### src/rtl/register_file_if.sv
// Register-file access bundle: write port plus two read ports.
// The datapath side uses the master modport and the storage uses the slave modport.
interface register_file_if #(
  parameter int DATA_WIDTH = 32,
  parameter int ADDR_WIDTH = 4
);
  logic                  reg_write;
  logic [ADDR_WIDTH-1:0] dirA;
  logic [ADDR_WIDTH-1:0] dirB;
  logic [ADDR_WIDTH-1:0] dir_WR;
  logic [DATA_WIDTH-1:0] data_in;
  logic [DATA_WIDTH-1:0] datA;
  logic [DATA_WIDTH-1:0] datB;

  modport master (
    output reg_write, dirA, dirB, dir_WR, data_in,
    input  datA, datB
  );

  modport slave (
    input  reg_write, dirA, dirB, dir_WR, data_in,
    output datA, datB
  );
endinterface

### src/rtl/register_file.sv
// CalcuTEC general-purpose register file: 2**ADDR_WIDTH x DATA_WIDTH storage.
// It has two combinational read ports and one rising-edge write port, and address 0 is writable.
module register_file #(
  parameter int DATA_WIDTH = 32,
  parameter int ADDR_WIDTH = 4
) (
  input  logic            clk,
  input  logic            rst_n,
  register_file_if.slave  bus
);
  localparam int DEPTH = 2 ** ADDR_WIDTH;

  logic [DATA_WIDTH-1:0] regs_q [DEPTH];
  logic [DATA_WIDTH-1:0] regs_d [DEPTH];

  always_comb begin
    regs_d = regs_q;
    if (bus.reg_write) begin
      regs_d[bus.dir_WR] = bus.data_in;
    end
  end

  // The asynchronous clear wins over any write edge that arrives while rst_n is low.
  always_ff @(posedge clk or negedge rst_n) begin
    if (!rst_n) begin
      for (int i = 0; i < DEPTH; i++) begin
        regs_q[i] <= '0;
      end
    end else begin
      regs_q <= regs_d;
    end
  end

  // The read ports have no bypass. A same-address write appears only after its edge.
  assign bus.datA = regs_q[bus.dirA];
  assign bus.datB = regs_q[bus.dirB];
endmodule

### src/flat_wrapper.sv
// flat-port wrapper written by rule: the top's interface ports become plain ports
module register_file_flat 
#(
  parameter int DATA_WIDTH = 32,
  parameter int ADDR_WIDTH = 4
)
  (clk, rst_n, bus_reg_write, bus_dirA, bus_dirB, bus_dir_WR, bus_data_in, bus_datA, bus_datB);
  register_file_if #(.DATA_WIDTH(DATA_WIDTH), .ADDR_WIDTH(ADDR_WIDTH)) bus_i ();
  input  logic clk;
  input  logic rst_n;
  input wire logic [$bits(bus_i.reg_write)-1:0] bus_reg_write;
  input wire logic [$bits(bus_i.dirA)-1:0] bus_dirA;
  input wire logic [$bits(bus_i.dirB)-1:0] bus_dirB;
  input wire logic [$bits(bus_i.dir_WR)-1:0] bus_dir_WR;
  input wire logic [$bits(bus_i.data_in)-1:0] bus_data_in;
  output wire logic [$bits(bus_i.datA)-1:0] bus_datA;
  output wire logic [$bits(bus_i.datB)-1:0] bus_datB;
  assign bus_i.reg_write = bus_reg_write;
  assign bus_i.dirA = bus_dirA;
  assign bus_i.dirB = bus_dirB;
  assign bus_i.dir_WR = bus_dir_WR;
  assign bus_i.data_in = bus_data_in;
  assign bus_datA = bus_i.datA;
  assign bus_datB = bus_i.datB;
  register_file #(.DATA_WIDTH(DATA_WIDTH), .ADDR_WIDTH(ADDR_WIDTH)) u_core (.clk(clk), .rst_n(rst_n), .bus(bus_i));
endmodule
### config.mk
export PLATFORM = sky130hd
export DESIGN_NAME = register_file_flat
export DESIGN_NICKNAME = d
export VERILOG_FILES = /design/src/rtl/register_file_if.sv /design/src/rtl/register_file.sv /design/src/flat_wrapper.sv
export SDC_FILE = /design/constraint.sdc
export NUM_CORES = 1
export LEC_CHECK = 0
export BUFFER_PORTS_ARGS = -buffer_cell sky130_fd_sc_hd__clkbuf_2
export CAP_MARGIN = 20
export CORE_MARGIN = 8
export CORE_UTILIZATION = 40
export DETAILED_ROUTE_END_ITERATION = 8
export GPL_ROUTABILITY_DRIVEN = 0
export GPL_TIMING_DRIVEN = 0
export SLEW_MARGIN = 5
export SYNTH_ARGS = -nofsm -noshare
export SYNTH_HDL_FRONTEND = slang
export SYNTH_SLANG_ARGS = --single-unit
### constraint.sdc
create_clock -name clk -period 2.3 [get_ports clk]
set_input_delay 0.115 -clock clk [delete_from_list [all_inputs] [get_ports clk]]
set_output_delay 0.115 -clock clk [all_outputs]
set_load 0.01 [all_outputs]
# After elaboration in Yosys (flattened, before gate mapping)
# Index checks and enable logic that the tools add are counted.
[classes]
mux = 9
n_reduce_logical = 1
magnitude_cmp = 4
n_bitwise = 3
[ops]
columns = ["cell", "count"]
rows = [
  ["bitwise mux 512 bit", 1],
  ["binary-select mux 32 bit (select 4 bit)", 2],
  ["2-to-1 mux 32 bit", 5],
  ["demux 32 bit (select 4 bit)", 1],
  ["greater-or-equal comparator 5 bit (second input constant)", 3],
  ["NOT 4 -> 5 bit", 3],
  ["less-than comparator 5 x 1 -> 1 bit (second input constant)", 1],
  ["logical AND 1 bit", 1],
]
[word_totals]
ff_bits = 512
output_inout_bits = 64
elab_cells = 33
in_bits = 47

# Longest topological paths before layout
# Gate-level depths: netlist of run 1.
[logic_depth]
ltp_word = 6
ltp_mapped = 5
ltp_nobuf = 3

# Least setup slack after synthesis of run 1
# No wires, ideal clock.
[synth_timing]
kind = "input to output"
from = "input port bus_dirA[0]"
to = "output port bus_datA[11]"
path_buffers = 2
slack_ns = 0.720
path_stages = 5
t_arrival_ns = 1.465
cell_sequence = "buf_2 -> buf_2 -> mux4_2 -> a22oi_1 -> nand2_1"
[synth_via]
elab_chain_cells = 4
[synth_rtl]
columns = ["item", "line", "text"]
rows = [
  ["start, declared", "flat_wrapper.sv:12", "input wire logic [$bits(bus_i.dirA)-1:0] bus_dirA;"],
  ["NOT 4 -> 5 bit (implied by the code)", "register_file.sv:35", "assign bus.datA = regs_q[bus.dirA];"],
  ["binary-select mux 32 bit (select 4 bit)", "register_file.sv:35", ""],
  ["2-to-1 mux 32 bit (implied by the code) (2 in series)", "register_file.sv:35", ""],
  ["end, declared", "flat_wrapper.sv:16", "output wire logic [$bits(bus_i.datA)-1:0] bus_datA;"],
]
# No other way between the ends. The select of a mux whose other input is x is not followed.

# Final worst setup path of run 1
[layout_timing]
from = "input port bus_dirA[2]"
to = "output port bus_datA[16]"
# Same word-level chain as after synthesis.

==> results by group, run 1 <==
Status
  • Status: completed

Drt
  • Pre-Repair DR Iteration Count: 5
  • Routed Antenna Nets: 0
  • Vias/cell: between 6 and 7
  • Remaining DRCs: 0
  • Detailed Route WL: slightly above 80000 um
  • Vias after detailed routing: about 17k
  • Wire per inst: slightly below 30 um
  • Drt first-iter violations: between 1k and 1.5k

Setup path
  • Critical path class: in -> out
  • Nature of the critical path endpoint: output pin
  • CP max FO: 10
  • Startpoint Class: primary input
  • R2R Setup Slk: 1.46 ns
  • Crit path required time: between 2 and 2.5 ns
  • Data arrival, critical path: around 2.2 ns
  • FF-to-FF path depth: 1

Floorplan
  • Row cnt: 94
  • Chip height: approximately 270 um
  • Die Area: ~75000 um2
  • Core area: around 66000 um2
  • Initial Utilization: 40.31%
  • I/O Pins: roughly 110
  • Die width: ~270 um

CTS
  • CTS buffer count: 56
  • CTS max path bufs: 3
  • Clock Pin Slew Worst Setup and Hold Paths: approximately 0.050 ns
  • CTS Root Cell: clkbuf_16
  • Worst-Skew Late Latency: a little over 0.6 ns
  • CTS tree: done
  • H-tree Lvls: 2
  • CTS Sinks: between 500 and 600

Cells and area
  • Commonest non-fill, non-tap cell in the layout: dfrtp_1
  • Largest regs: u_core.regs_q: 512 flops
  • Nets: 1926
  • Max reg flops: 512
  • Most frequent cells in the layout: dfrtp_1, mux2_2, mux4_2
  • FILL cells: just under 6k
  • Most flops, register: u_core.regs_q
  • Area Overhead vs Synth: 15.70%
  • Layout cells sized above 1: 55.43%

Logic synthesis
  • Post-Syn Nets: between 1.5k and 2k
  • Cells after synthesis: roughly 1.7k
  • Syn_area_per_cell: ~16 um2
  • Synth cell types: 19
  • Post-Synthesis Cell Area: 26460 um2
  • Register area share after synthesis: 48.43%
  • Synthesis-stage register bit count: slightly above 500
  • YS warnings: 0

GRT
  • Initial antenna violation count: 7
  • First-pass GRT wire length: roughly 120000 um
  • GRT Total Usage: a little over a fifth
  • Pin count of the biggest net entering global routing: ~100
  • GRT Residual Overflow: 0
  • Vias in the first global route: roughly 19k

Timing
  • Least-Margin Pin Slew: 1.210 ns
  • Slew Viols, Final: 0
  • Normalized max-slew margin: 19.33%
  • Crit path time final: ~2.3 ns
  • FMAX: 0.4405 GHz
  • RSZ-0062 raised after global routing: false
  • Clock Skew: 0 ns
  • Fin. Hold Viols: 0
  • Crit share post-route: between 90% and 100%
  • Final setup fails: 0
  • Final WS setup: ~0.030 ns

Placed design
  • DP HPWL: 53900 um
  • Worst slack, placed: -0.5391 ns
  • Port bufs: 106

Hold path
  • Worst hold path class: in -> async

Flow run
  • Max cap viols: 0

Pwr
  • Peak supply drop: slightly below 0.7 mV
  • Leak: 12.80 nW
  • Power Dens Cells: between 900 and 1000 nW/um2
  • Overall power: approximately 28 mW
==> cell usage after synthesis (all sizes together) <==
| cell | count | area, um2 |
|---|---|---|
| dfrtp | 512 | 12810 |
| mux2 | 512 | 5766 |
| mux4 | 256 | 5766 |
| a22oi | 128 | 960.9 |
| clkbuf | 91 | 341.6 |
| buf | 79 | 389.1 |
| nand2 | 66 | 247.7 |
| nor2 | 8 | 30.03 |
| nor3 | 6 | 30.03 |
| nor2b | 4 | 25.02 |
| nand2b | 3 | 18.77 |
| and2 | 2 | 12.51 |
| nand3 | 2 | 10.01 |
| nand3b | 2 | 15.01 |
| or3 | 2 | 12.51 |
| nor4 | 1 | 12.51 |
| or4 | 1 | 7.510 |
==> metal layers <==
layer | vias up | routed length [um] | part of all wire [%] | global-route usage, %
met5 | - | 25 | 0.030 | 0
met4 | 4 | 3542 | 4.3 | 8.740
li1 | 6974 | - | - | -
met3 | 213 | 6008 | 7.3 | 5.424
met2 | 651 | 39200 | 48 | 35.08
met1 | 9309 | 33410 | 41 | 28.77
==> what timing repair did <==
item	4_1_cts	5_1_grt
buffers inserted	0	0
gates resized for setup	49	12
setup endpoints to repair	64	41
endpoints found under the hold margin	260	0
hold buffers	35	0
==> logic make-up (layout without fill, tap and decap cells) <==
kind of cell | after synthesis | after routing | share of synthesized area (%)
muxes | 768 | 768 | 43.58
and+or+nand+nor | 97 | 97 | 1.594
AOI/OAI and AO/OA | 128 | 128 | 3.632
DFF | 512 | 512 | 48.43
other | 0 | 4 | 0
buffers and inverters | 170 | 418 | 2.762
==> through the flow <==
step | setup TNS (ns) | utilization (%) | instances | area (um2) | hold WS, ns
2_1_floorplan | 0 | - | 1675 | 26460 | -0.1806
3_3_place_gp | -5462.09 | 42.77 | 2645 | 28070 | 0.4398
3_5_place_dp | -19.11 | 42.99 | 2650 | 28210 | 0.1596
4_1_cts | -0.1226 | 46.60 | 2787 | 30580 | 0.01252
5_1_grt | 0 | 46.63 | 2788 | 30600 | 0.04401
6_report | 0 | 46.64 | 2791 | 30610 | 0.03793
==> report_power, final <==
part / total (mW) / internal (mW) / switching (mW)
Combinational: 6.49 / 3.94 / 2.55
Sequential: 12.6 / 11.1 / 1.48
Clock: 9.36 / 5.58 / 3.78
==> final timing paths <==
check                                   start                 end
max in group asynchronous               rst_n  u_core.regs_q[102]
hold reg to reg            u_core.regs_q[131]  u_core.regs_q[131]
min in group clk                bus_dir_WR[3]  u_core.regs_q[416]
hold / removal                          rst_n  u_core.regs_q[441]
setup / recovery                  bus_dirA[2]        bus_datA[16]
setup reg to reg           u_core.regs_q[454]  u_core.regs_q[454]
==> critical path, cell delays in order <==
cell and delay (ns):
clkbuf_2 0.13, nor2_1 0.46, clkbuf_1 0.89, a22oi_1 0.25
nand2_1 0.15, clkbuf_2 0.14
==> final cells by class <==
class | instances | area (um2) | area share [%]
antenna | 4 | 10.01 | 0.03270
buffer | 170 | 843.3 | 2.755
clock buffer | 83 | 1675 | 5.473
clock inverter | 19 | 239.0 | 0.7807
multi-input combinational | 993 | 12920 | 42.21
sequential | 512 | 12810 | 41.86
tap | 864 | 1081 | 3.532
timing repair buffer | 146 | 1027 | 3.356
Note: power is estimated with default switching activity, not from simulation.
==> inputs of run 2 (changes only) <==
SKIP_CTS_REPAIR_TIMING = 1   (was unset)
clock period = 2.27 ns   (was 2.3 ns; I/O delays follow)
==> results by group, run 2 (same netlist as run 1, synthesis figures left out) <==
CTS
  • CTS tree: done
  • CTS max path bufs: 3 (unchanged)
  • H-tree Lvls: 2 (unchanged)
  • Worst-Skew Late Latency: 0.61 ns (about the same)
  • Clock Pin Slew Worst Setup and Hold Paths: 0.06 ns (about the same)
  • CTS Sinks: 512 (unchanged)
  • CTS buffer count: 56 (unchanged)
  • CTS Root Cell: clkbuf_16

Timing
  • Final WS setup: -0.007283 ns (-0.03699 ns)
  • Setup TNS: -0.007283 ns (-0.007283 ns)
  • Fin. Hold Viols: 0 (unchanged)
  • Crit path time final: 2.277 ns
  • Final setup fails: 1 (+1)
  • Clock Skew: 0 ns (unchanged)
  • Crit share post-route: 100.3%
  • RSZ-0062 raised after global routing: false
  • Slew Viols, Final: 0 (unchanged)
  • Normalized max-slew margin: 18.21% (-1.1 points)
  • Least-Margin Pin Slew: 1.227 ns (+0.01678 ns)
  • FMAX: ~0.44 GHz

Floorplan
  • Die width: 273.2 um (unchanged)
  • Row cnt: 94 (unchanged)
  • Chip height: 273.2 um (unchanged)
  • Die Area: 74630 um2 (unchanged)
  • Initial Utilization: 40.31% (unchanged)
  • I/O Pins: 111 (unchanged)
  • Core area: 65630 um2 (unchanged)

Drt
  • Vias/cell: 6.125 (-0.32%)
  • Remaining DRCs: 0 (unchanged)
  • Vias after detailed routing: 17.08k (-0.43%)
  • Wire per inst: 29.37 um (-0.27%)
  • Routed Antenna Nets: 0 (unchanged)
  • Drt first-iter violations: 1232 (-3.0%)
  • Detailed Route WL: 81890 um (-0.37%)
  • Pre-Repair DR Iteration Count: 5 (unchanged)

Setup path
  • CP max FO: 10 (unchanged)
  • Nature of the critical path endpoint: output pin
  • Critical path class: in -> out
  • FF-to-FF path depth: 1 (unchanged)
  • Data arrival, critical path: 2.16 ns (about the same)
  • Startpoint Class: primary input
  • R2R Setup Slk: 1.43 ns (-0.03 ns)
  • Crit Reg-Reg Endpoint: u_core.regs_q[454]
  • R2r startpoint: u_core.regs_q[454]
  • Crit path required time: 2.16 ns (-0.02 ns)

Hold path
  • Worst hold path class: in -> reg
  • Hold path cells: 3
  • Worst hold path startpoint: bus_dir_WR[3]
  • Worst hold endpoint: u_core.regs_q[447]

Pwr
  • Peak supply drop: 0.6978 mV (+1.1%)
  • NetSw: 7.895 mW (+1.1%)
  • Combinational power share: 22.8% (about the same)
  • Leak: 12.79 nW (-0.10%)
  • Power share of the sequential group: 44.4% (about the same)
  • Clock power frac: 32.8% (about the same)
  • Pint: 20.91 mW (+1.3%)
  • Sw Share: 27.40% (-0.046 points)
  • Power Dens Cells: 942.1 nW/um2 (+1.3%)

Status
  • Status: finished, violations left
  • Failing checks: negative setup slack

Cells and area
  • Final Util: 46.60% (about the same)
  • Area Overhead vs Synth: 15.58% (about the same)
  • Max reg flops: 512 (unchanged)
  • Commonest non-fill, non-tap cell in the layout: dfrtp_1
  • Largest regs: u_core.regs_q: 512 flops
  • Layout cells sized above 1: 55.75% (+0.32 points)
  • Nets: 1924 (-0.10%)
  • Most flops, register: u_core.regs_q
  • Most frequent cells in the layout: dfrtp_1, mux2_2, mux4_2

Flow run
  • Max cap viols: 0 (unchanged)

GRT
  • Pin count of the biggest net entering global routing: 104 (unchanged)
  • First-pass GRT wire length: 122300 um (-0.21%)
  • GRT Total Usage: 21.98% (about the same)
  • GRT Residual Overflow: 0 (unchanged)
  • Initial antenna violation count: 6 (-1)
  • Vias in the first global route: 18.40k (-0.64%)

Placed design
  • Port bufs: 106 (unchanged)
  • DP HPWL: 53900 um (unchanged)
run 2: cell count changes in the layout (fill, tap and decap cells not counted), sizes merged:
| cell | previous run | this run |
|---|---|---|
| clkbuf | 283 | 300 |
| buf | 77 | 64 |
| clkdlybuf4s15 | 3 | 0 |
| dlygate4sd3 | 35 | 33 |
| clkdlybuf4s18 | 1 | 0 |
| diode | 4 | 3 |
run 2: final cells by class:
cell class | instances | area, um2
timing repair buffer | 144 | 1007
sequential | 512 | 12810
buffer | 170 | 820.8
multi-input combinational | 993 | 12940
fill | 5796 | 35050
clock inverter | 19 | 239.0
tap | 864 | 1081
antenna | 3 | 7.507
clock buffer | 83 | 1675
run 2: power groups by stage:
stage               sequential [mW]  combinational, mW  clock (mW)
floorplan                      12.4               4.87           0
global route                   13.1               7.03        10.0
CTS                            12.7               6.56        9.66
detailed placement             12.9               6.55           0
finish                         12.8               6.57        9.46
global placement               12.7               6.34           0
run 2: through the flow:
stage,power [mW],instance area [um2],instances,worst slack [ns],hold slack (ns)
2_1_floorplan,17.24,26460,1675,0.6930,-0.1821
3_3_place_gp,19.02,28070,2645,-10.72,0.4383
3_5_place_dp,19.43,28210,2650,-0.5661,0.1581
4_1_cts,28.96,30130,2752,-0.5672,-0.5118
5_1_grt,30.15,30570,2786,0.0006533,0.02154
6_report,28.81,30580,2788,-0.007283,0.02643
run 2: per-layer routing:
metal | track usage, % | wire length [um]
met1 | 28.48 | 33060
met2 | 34.99 | 39200
met3 | 5.651 | 6035
met4 | 9.130 | 3574
met5 | 0 | 8
run 2: worst max-delay path by stage:
stage | start | end | slack [ns] | depth (start not counted)
final | bus_dirA[2] | bus_datA[16] | -0.007 | 6
after detailed placement | bus_dirA[1] | bus_datA[22] | -0.57 | 6
after global routing | bus_dirA[2] | bus_datA[17] | 0.0007 | 6
after global placement | rst_n | u_core.regs_q[361] | -10.72 | 1
after CTS | bus_dirA[1] | bus_datA[22] | -0.57 | 6
after floorplan | bus_dirA[0] | bus_datA[11] | 0.69 | 5
run 2: critical path, stage by stage:
cell      delay (ns)
clkbuf_2        0.13
nor2_1          0.48
buf_1           0.88
a22oi_1         0.25
nand2_1         0.15
clkbuf_2        0.14
